**config.mk**
```make
export PLATFORM = sky130hd
export DESIGN_NAME = key_input_ctrl
export DESIGN_NICKNAME = d
export VERILOG_FILES = /design/src/rtl/key_pkg.sv /design/src/rtl/debounce_cell.sv /design/src/rtl/key_input_ctrl.sv
export SDC_FILE = /design/constraint.sdc
export NUM_CORES = 1
export LEC_CHECK = 0
export ABC_AREA = 1
export CAP_MARGIN = 5
export CORE_MARGIN = 2
export CORE_UTILIZATION = 50
export CTS_CLUSTER_SIZE = 16
export DETAILED_ROUTE_END_ITERATION = 10
export PLACE_DENSITY = 0.72
export SLEW_MARGIN = 10
export SYNTH_ARGS = -nofsm -noshare
export SYNTH_HDL_FRONTEND = slang
export SYNTH_SLANG_ARGS = --single-unit
```
**constraint.sdc**
```tcl
create_clock -name clk_5MHz -period 5.6 [get_ports clk_5MHz]
set_clock_uncertainty 0.15 [all_clocks]
set_input_delay 1.68 -clock clk_5MHz [delete_from_list [all_inputs] [get_ports clk_5MHz]]
set_output_delay 1.68 -clock clk_5MHz [all_outputs]
set_load 0.1 [all_outputs]
```
**src/rtl/key_pkg.sv**
```systemverilog
// Shared constants for the song-player button front-end: key encodings,
// debounce default and the channel index of the stop button.
package key_pkg;

    localparam logic [3:0] KEY_IDLE  = 4'b0000;
    localparam logic [3:0] KEY_SONG1 = 4'b0001;
    localparam logic [3:0] KEY_SONG2 = 4'b0010;
    localparam logic [3:0] KEY_SONG3 = 4'b0100;

    // 20 ms of stable samples at 5 MHz
    localparam int DB_CYCLES_DEFAULT = 100000;

    // btn_raw bit that acts as stop
    localparam int STOP_BIT = 3;

    // four song/stop buttons plus the tempo button
    localparam int NUM_BTN = 4;
    localparam int NUM_CH  = 5;
    localparam int SEL_CH  = 4;

endpackage

```
**src/rtl/debounce_cell.sv**
```systemverilog
// One button channel: 2-flop synchronizer followed by a counter that only
// accepts a new level after DB_CYCLES consecutive differing samples.
// Emits one-cycle rise/fall strobes aligned with the stable-level change.
module debounce_cell
    import key_pkg::*;
#(
    parameter int DB_CYCLES = DB_CYCLES_DEFAULT,
    parameter int CNT_W     = 17
) (
    input  logic clk,
    input  logic rst,
    input  logic raw,
    output logic stable,
    output logic rise,
    output logic fall
);

    // last count value before a differing level is accepted
    localparam logic [CNT_W-1:0] CNT_LAST = CNT_W'(DB_CYCLES - 1);

    logic             sync_p0;
    logic             sync_p1;
    logic [CNT_W-1:0] cnt;

    // two-flop synchronizer, nothing between the flops
    always_ff @(posedge clk or posedge rst) begin
        if (rst) begin
            sync_p0 <= 1'b0;
            sync_p1 <= 1'b0;
        end else begin
            sync_p0 <= raw;
            sync_p1 <= sync_p0;
        end
    end

    // stability counter; any agreeing sample restarts it, so glitches never land
    always_ff @(posedge clk or posedge rst) begin
        if (rst) begin
            cnt    <= '0;
            stable <= 1'b0;
            rise   <= 1'b0;
            fall   <= 1'b0;
        end else begin
            rise <= 1'b0;
            fall <= 1'b0;
            if (sync_p1 == stable) begin
                cnt <= '0;
            end else if (cnt == CNT_LAST) begin
                stable <= sync_p1;
                cnt    <= '0;
                rise   <= sync_p1;
                fall   <= ~sync_p1;
            end else begin
                cnt <= cnt + 1'b1;
            end
        end
    end

endmodule

```
**src/rtl/key_input_ctrl.sv**
```systemverilog
// Button front-end for the song player: debounces the four song/stop buttons
// and the tempo button, latches the one-hot song key and exposes the clean
// tempo level whose falling edges the tempo logic counts.
module key_input_ctrl
    import key_pkg::*;
#(
    parameter int DB_CYCLES = DB_CYCLES_DEFAULT,
    parameter int CNT_W     = 17
) (
    input  logic       clk_5MHz,
    input  logic       rst,
    input  logic [3:0] btn_raw,
    input  logic       sel_raw,
    output logic [3:0] key,
    output logic       select,
    output logic       key_changed
);

    logic [NUM_CH-1:0] raw_all;
    logic [NUM_CH-1:0] stable;
    logic [NUM_CH-1:0] rise;
    logic [NUM_CH-1:0] fall;
    logic [3:0]        key_next;

    // Only rise strobes drive the key latch and only the tempo level drives
    // select; the remaining debouncer outputs are deliberately left unused.
    logic unused_edges;
    assign unused_edges = ^{stable[NUM_BTN-1:0], fall};

    assign raw_all = {sel_raw, btn_raw};

    for (genvar g = 0; g < NUM_CH; g++) begin : g_db
        debounce_cell #(
            .DB_CYCLES (DB_CYCLES),
            .CNT_W     (CNT_W)
        ) u_db (
            .clk    (clk_5MHz),
            .rst    (rst),
            .raw    (raw_all[g]),
            .stable (stable[g]),
            .rise   (rise[g]),
            .fall   (fall[g])
        );
    end

    // key latch: stop wins, then lowest song button; pressing the playing song toggles it off
    always_comb begin
        key_next = key;
        if (rise[STOP_BIT]) begin
            key_next = KEY_IDLE;
        end else if (rise[0]) begin
            key_next = (key == KEY_SONG1) ? KEY_IDLE : KEY_SONG1;
        end else if (rise[1]) begin
            key_next = (key == KEY_SONG2) ? KEY_IDLE : KEY_SONG2;
        end else if (rise[2]) begin
            key_next = (key == KEY_SONG3) ? KEY_IDLE : KEY_SONG3;
        end
    end

    // registered outputs: key, its change strobe, and the debounced tempo level
    always_ff @(posedge clk_5MHz or posedge rst) begin
        if (rst) begin
            key         <= KEY_IDLE;
            key_changed <= 1'b0;
            select      <= 1'b0;
        end else begin
            key         <= key_next;
            key_changed <= (key_next != key);
            select      <= stable[SEL_CH];
        end
    end

endmodule

```
Word-level counts from Yosys, hierarchy flattened
Cells that the tools add are included.
W data, S select, Z words.

operators by class
  $mul = 0
  divide/modulo/power cells = 0
  equality and inequality tests = 14
  reduce and logical (&&, ||, !) cells = 5
  magnitude comparators = 0
  shift operators = 0
  add/sub/neg operators = 5
  multiplexer cells = 25
  bitwise operators = 5

operators by type and width
  operator                 count
  $mux W17                 10
  $add A17 B1 Y17 const B  5
  $eq A17 B17 Y1 const B   5
  $mux W4                  4
  $reduce_and A2 Y1        5
  $mux W1                  9
  $eq A1 B1 Y1             5
  $not A1 Y1               5
  $eq A4 B1 Y1 const B     1
  $eq A4 B2 Y1 const B     1
  $eq A4 B3 Y1 const B     1
  $ne A4 B4 Y1             1
  $mux W3                  1
  $mux W2                  1

storage, ports and cells
  memories kept = 0
  memory bits (read-only) = 0
  output and inout bits = 6
  bits in latches = 0
  bits in registers = 110
  bits in writable memories = 0

Longest topological paths before layout
  depth in word-level cells = 7
  gate-level depth with buffers = 9

Cells and area by module
Synthesis repeated with hierarchy kept, for this count alone.

second synthesis, totals
  cells, all modules = 870
  area total of the unflattened synthesis = 6680.2 um2

modules (own cells, without submodules)
  module          times used  cells an instance  area an instance (um2)  sequential area each (um2)
  debounce_cell   5           163                1262.5                  550.5
  key_input_ctrl  1           55                 367.9                   150.1

Worst setup path after synthesis
No wires, ideal clock.

  kind = register -> output
  start = register key[2]
  end = output key[2]
  data arrival time = 0.956 ns
  cell stages (with the launch flop) = 1
  data required time = 3.770 ns
  slack = 2.814 ns
  path through = dfrtp_1

RTL lines
  item                    line                  text
  start, declared         key_input_ctrl.sv:14  output logic [3:0] key,
  start signal, assigned  key_input_ctrl.sv:67  key <= key_next;

No word-level cell between the ends.

Worst setup path after layout
  start = register key[0]
  end = output key[0]

No word-level cell between the ends.

==> impl_metrics.tcl <==
set metrics [dict create \
    synth_edf_count 0 \
    synth_top_flop_cell "sky130_fd_sc_hd__dfrtp_1" \
    whs_endpoint "g_db[0].u_db.sync_p1" \
    detailed_place_hpwl_um 8620 \
    grt_start_max_net_pins 72 \
    vdd_drop_max_mv 0.152 \
    routability_driven_placement_congestion_ratio 0.926 \
    ys.warnings.count 0 \
    source_to_sink_clock_delay_at_the_later_pin_of_the_worst_skew_pair_ps 340 \
    crit_arrival_ps 1980 \
    critical-path-max-stage-delay_ps 1200 \
    maxSlewHeadroom_pct 32.6 \
    sw_frac_of_total_pct 21.6 \
    cts.root.buffer_cell "sky130_fd_sc_hd__clkbuf_16" \
    powerDensity_mw_per_mm2 227 \
    synthesis.nets 790 \
    rr_endpoint "g_db[4].u_db.cnt[5]" \
    grt_setup_unrepaired "no" \
    worst_path_bufs_invs 1 \
    run_status "complete, no violations" \
    cells_on_worst_hold_path 0 \
    synth.yosys.seq_area_share_pct 47.0 \
    synthesis.area_mm2 0.00585 \
    synthAdderAreaFrac_pct 1.07 \
    grt_pass1_vias 4797 \
    final.min_clock_period_ps 3810 \
    die_area_mm2 0.0126 \
    areaGrowthSynthToFinish_pct 10.2 \
    drt-total-wl_um 11600 \
    grt_overflow_total 0 \
    synth_mux_area_share_pct 0 \
    share_clk_of_total_power_pct 40.8 \
    critPathCaptureType "primary output" \
    lkg_pwr_uw 0.00282 \
    cts.reportedPaths.clkPinSlew_ps 70 \
    timing_worst_setup_path_type "reg -> out" \
    synth.avg_cell_area_um2 7.52 \
    critical-path-top-delay-family "buffers and inverters" \
    initial_utilization_pct 51.3 \
    grtUsageTotal_pct 20.1 \
    crit_path_max_fanout 6 \
    dp_worst_setup_slack_ps 2150 \
    ctsLongestPathBuffers 2 \
    synth-async-reset-ratio_pct 100 \
    finalNetCount 815 \
    buffer_ports.inserted 12 \
    detail-route-antenna-nets 0 \
    post_synth_most_frequent_cells "sky130_fd_sc_hd__nor2_1, sky130_fd_sc_hd__nand2_1, sky130_fd_sc_hd__inv_1" \
    synth-compound-area-share_pct 3.25 \
    worst_r2r_path_depth 4 \
    ys_types 26 \
    min_from "g_db[0].u_db.sync_p0" \
    min-delay-path-class "reg -> reg" \
    drt_drc_violations_left 0 \
    timing.final.setup_violations 0 \
    vias_per_cell 5.12 \
    cts_repair_resize_count 0 \
    placementRows 39 \
    ff2ff_setup_slack_ps 3900 \
    intPower_uw 1150 \
    power_switching_uw 316 \
    min_period_over_period_pct 68.1 \
    xor_and_xnor_fraction_of_the_mapped_netlist_area_pct 4.57 \
    synthSimpleGateAreaFrac_pct 36.8 \
    seqPwrFrac_pct 55.6 \
    initial_antenna_violation_count 0 \
    startpoint_types "flip-flop" \
    clock_tree.htree_level_count 3 \
    grt_pass1_wl_um 20800 \
    synth_most_common_cell "sky130_fd_sc_hd__nor2_1" \
    die_h_um 112 \
    synthesized_instance_count 778 \
    post-synth-top-area-cell "sky130_fd_sc_hd__dfrtp_1" \
    wire_per_inst_um 12.2 \
    timing.fmax_ghz 0.262 \
    synth_seq_cells 110 \
    cts_bufs_inserted 9 \
    routed-via-count 4873 \
    cts-hold-fix-buffers 0 \
    max_cap_violations 0 \
    worstPathCellList "clkdlybuf4s50_1" \
    violation_count_after_the_first_detailed_routing_iteration 314 \
    core-area_mm2 0.0114 \
    die_width_um 112 \
    setup_slack_ps 1790 \
    tightestPinTransition_ps 1010 \
    finalHoldViolations 0 \
    slew_viol_final 0 \
    cts_setup_buffers 0 \
    clock-sinks 110 \
    synth_top_cell_area_share_pct 47.0 \
    main_combinational_cell_family_by_area_after_synthesis "simple AND/OR/NAND/NOR gates" \
    synthTopCellsByArea "sky130_fd_sc_hd__dfrtp_1, sky130_fd_sc_hd__nor2_1, sky130_fd_sc_hd__nand2_1" \
    design.portCount 13 \
    layout-drive-gt1-share_pct 7.80 \
    setup_tns_ps 0 \
    cp.required_ps 3770 \
    timing.rr.start "g_db[4].u_db.stable" \
    slowest_stage "sky130_fd_sc_hd__clkdlybuf4s50_1" \
    detailedRoute.firstPassIterationCount 5 \
    combPwrFrac_pct 3.6 \
    cts_tree "yes" \
    number_of_diodes_added_for_antenna_fixing 0 \
]
-- worst max path at each step --
stage / slack, ps / depth (start not counted) / from / endpoint
after floorplan: 870 / 1 / rst / g_db[0].u_db.cnt[0]
after global placement: 2170 / 1 / key[0] / key[0]
after detailed placement: 2150 / 1 / key[0] / key[0]
after CTS: 1770 / 1 / key[0] / key[0]
after global routing: 1740 / 1 / key[0] / key[0]
final: 1790 / 1 / key[0] / key[0]
-- metal layers --
layer | track usage (%) | vias to the layer above | wire (um)
li1 | - | 2459 | -
met1 | 25.1 | 2278 | 5170
met2 | 34.2 | 117 | 5730
met3 | 3.83 | 19 | 430
met4 | 8.94 | 0 | 240
met5 | 0 | - | 0
-- layout by cell type (no fill, tap or decap) --
cell | synthesis | layout
sky130_fd_sc_hd__nand2_1 | 174 | 174
sky130_fd_sc_hd__nand2_2 | 14 | 14
sky130_fd_sc_hd__clkbuf_16 | 0 | 9
sky130_fd_sc_hd__inv_1 | 112 | 111
sky130_fd_sc_hd__nor2_2 | 12 | 12
sky130_fd_sc_hd__nand4_2 | 1 | 1
sky130_fd_sc_hd__inv_2 | 2 | 2
sky130_fd_sc_hd__clkinv_4 | 0 | 1
sky130_fd_sc_hd__clkdlybuf4s50_1 | 0 | 12
sky130_fd_sc_hd__nand4_1 | 14 | 14
sky130_fd_sc_hd__xnor2_2 | 3 | 3
sky130_fd_sc_hd__nand3_1 | 39 | 39
sky130_fd_sc_hd__a21oi_1 | 11 | 11
sky130_fd_sc_hd__nor2_1 | 181 | 181
sky130_fd_sc_hd__nor3_2 | 2 | 2
sky130_fd_sc_hd__or2_2 | 1 | 1
sky130_fd_sc_hd__nand3b_1 | 3 | 3
sky130_fd_sc_hd__dfrtp_1 | 110 | 110
sky130_fd_sc_hd__o21a_1 | 4 | 4
sky130_fd_sc_hd__o21ai_1 | 3 | 3
sky130_fd_sc_hd__o21ai_0 | 12 | 12
sky130_fd_sc_hd__o21bai_1 | 4 | 4
sky130_fd_sc_hd__nor3b_1 | 6 | 6
sky130_fd_sc_hd__clkinv_2 | 0 | 2
sky130_fd_sc_hd__buf_4 | 0 | 2
sky130_fd_sc_hd__nor2_4 | 8 | 8
sky130_fd_sc_hd__ha_1 | 5 | 5
sky130_fd_sc_hd__xor2_1 | 23 | 23
sky130_fd_sc_hd__inv_4 | 0 | 1
sky130_fd_sc_hd__xnor2_1 | 2 | 2
sky130_fd_sc_hd__clkbuf_8 | 0 | 2
sky130_fd_sc_hd__nand2_4 | 3 | 3
sky130_fd_sc_hd__clkbuf_1 | 0 | 2
sky130_fd_sc_hd__nor3_1 | 29 | 29
-- area by class of cell --
class	instances	area, um^2
multi-input combinational	554	2670
clock inverter	3	18.8
fill	1045	4970
clock buffer	13	260
inverter	114	430
tap	143	179
sequential	110	2750
timing repair buffer	14	135
-- flip-flops by register name, indices dropped and copies added (netlist names) --
register / flops
g_db.u_db.cnt: 85
g_db.u_db.stable: 5
g_db.u_db.sync_p0: 5
g_db.u_db.sync_p1: 5
g_db.u_db.rise: 4
key: 4
key_changed: 1
select: 1
-- cell families (layout without fill, tap and decap cells) --
logic type | Yosys count | after routing
compound gates | 34 | 34
xor+xnor | 28 | 28
fa+ha+maj | 5 | 5
buf+inv | 114 | 144
flops | 110 | 110
simple gates | 487 | 487
-- through the flow --
stage,area (um^2),hold WS (ps),std cells,utilization [%],power (uW)
final,6450,196,951,56.5,1460
after detailed placement,6170,188,935,54.0,885
after global routing,6450,206,951,56.5,1530
after CTS,6450,200,951,56.5,1490
after floorplan,5850,181,778,-,866
after global placement,6170,182,935,54.0,883
-- power by group through the flow --
| stage | Sequential [uW] | Clock [uW] | Combinational (uW) |
|---|---|---|---|
| finish | 814 | 597 | 53.0 |
| CTS | 814 | 618 | 55.4 |
| global placement | 829 | 0 | 53.4 |
| global route | 816 | 652 | 62.3 |
| floorplan | 828 | 0 | 37.8 |
| detailed placement | 830 | 0 | 55.2 |
No activity file was read; power rests on OpenSTA's default activity.
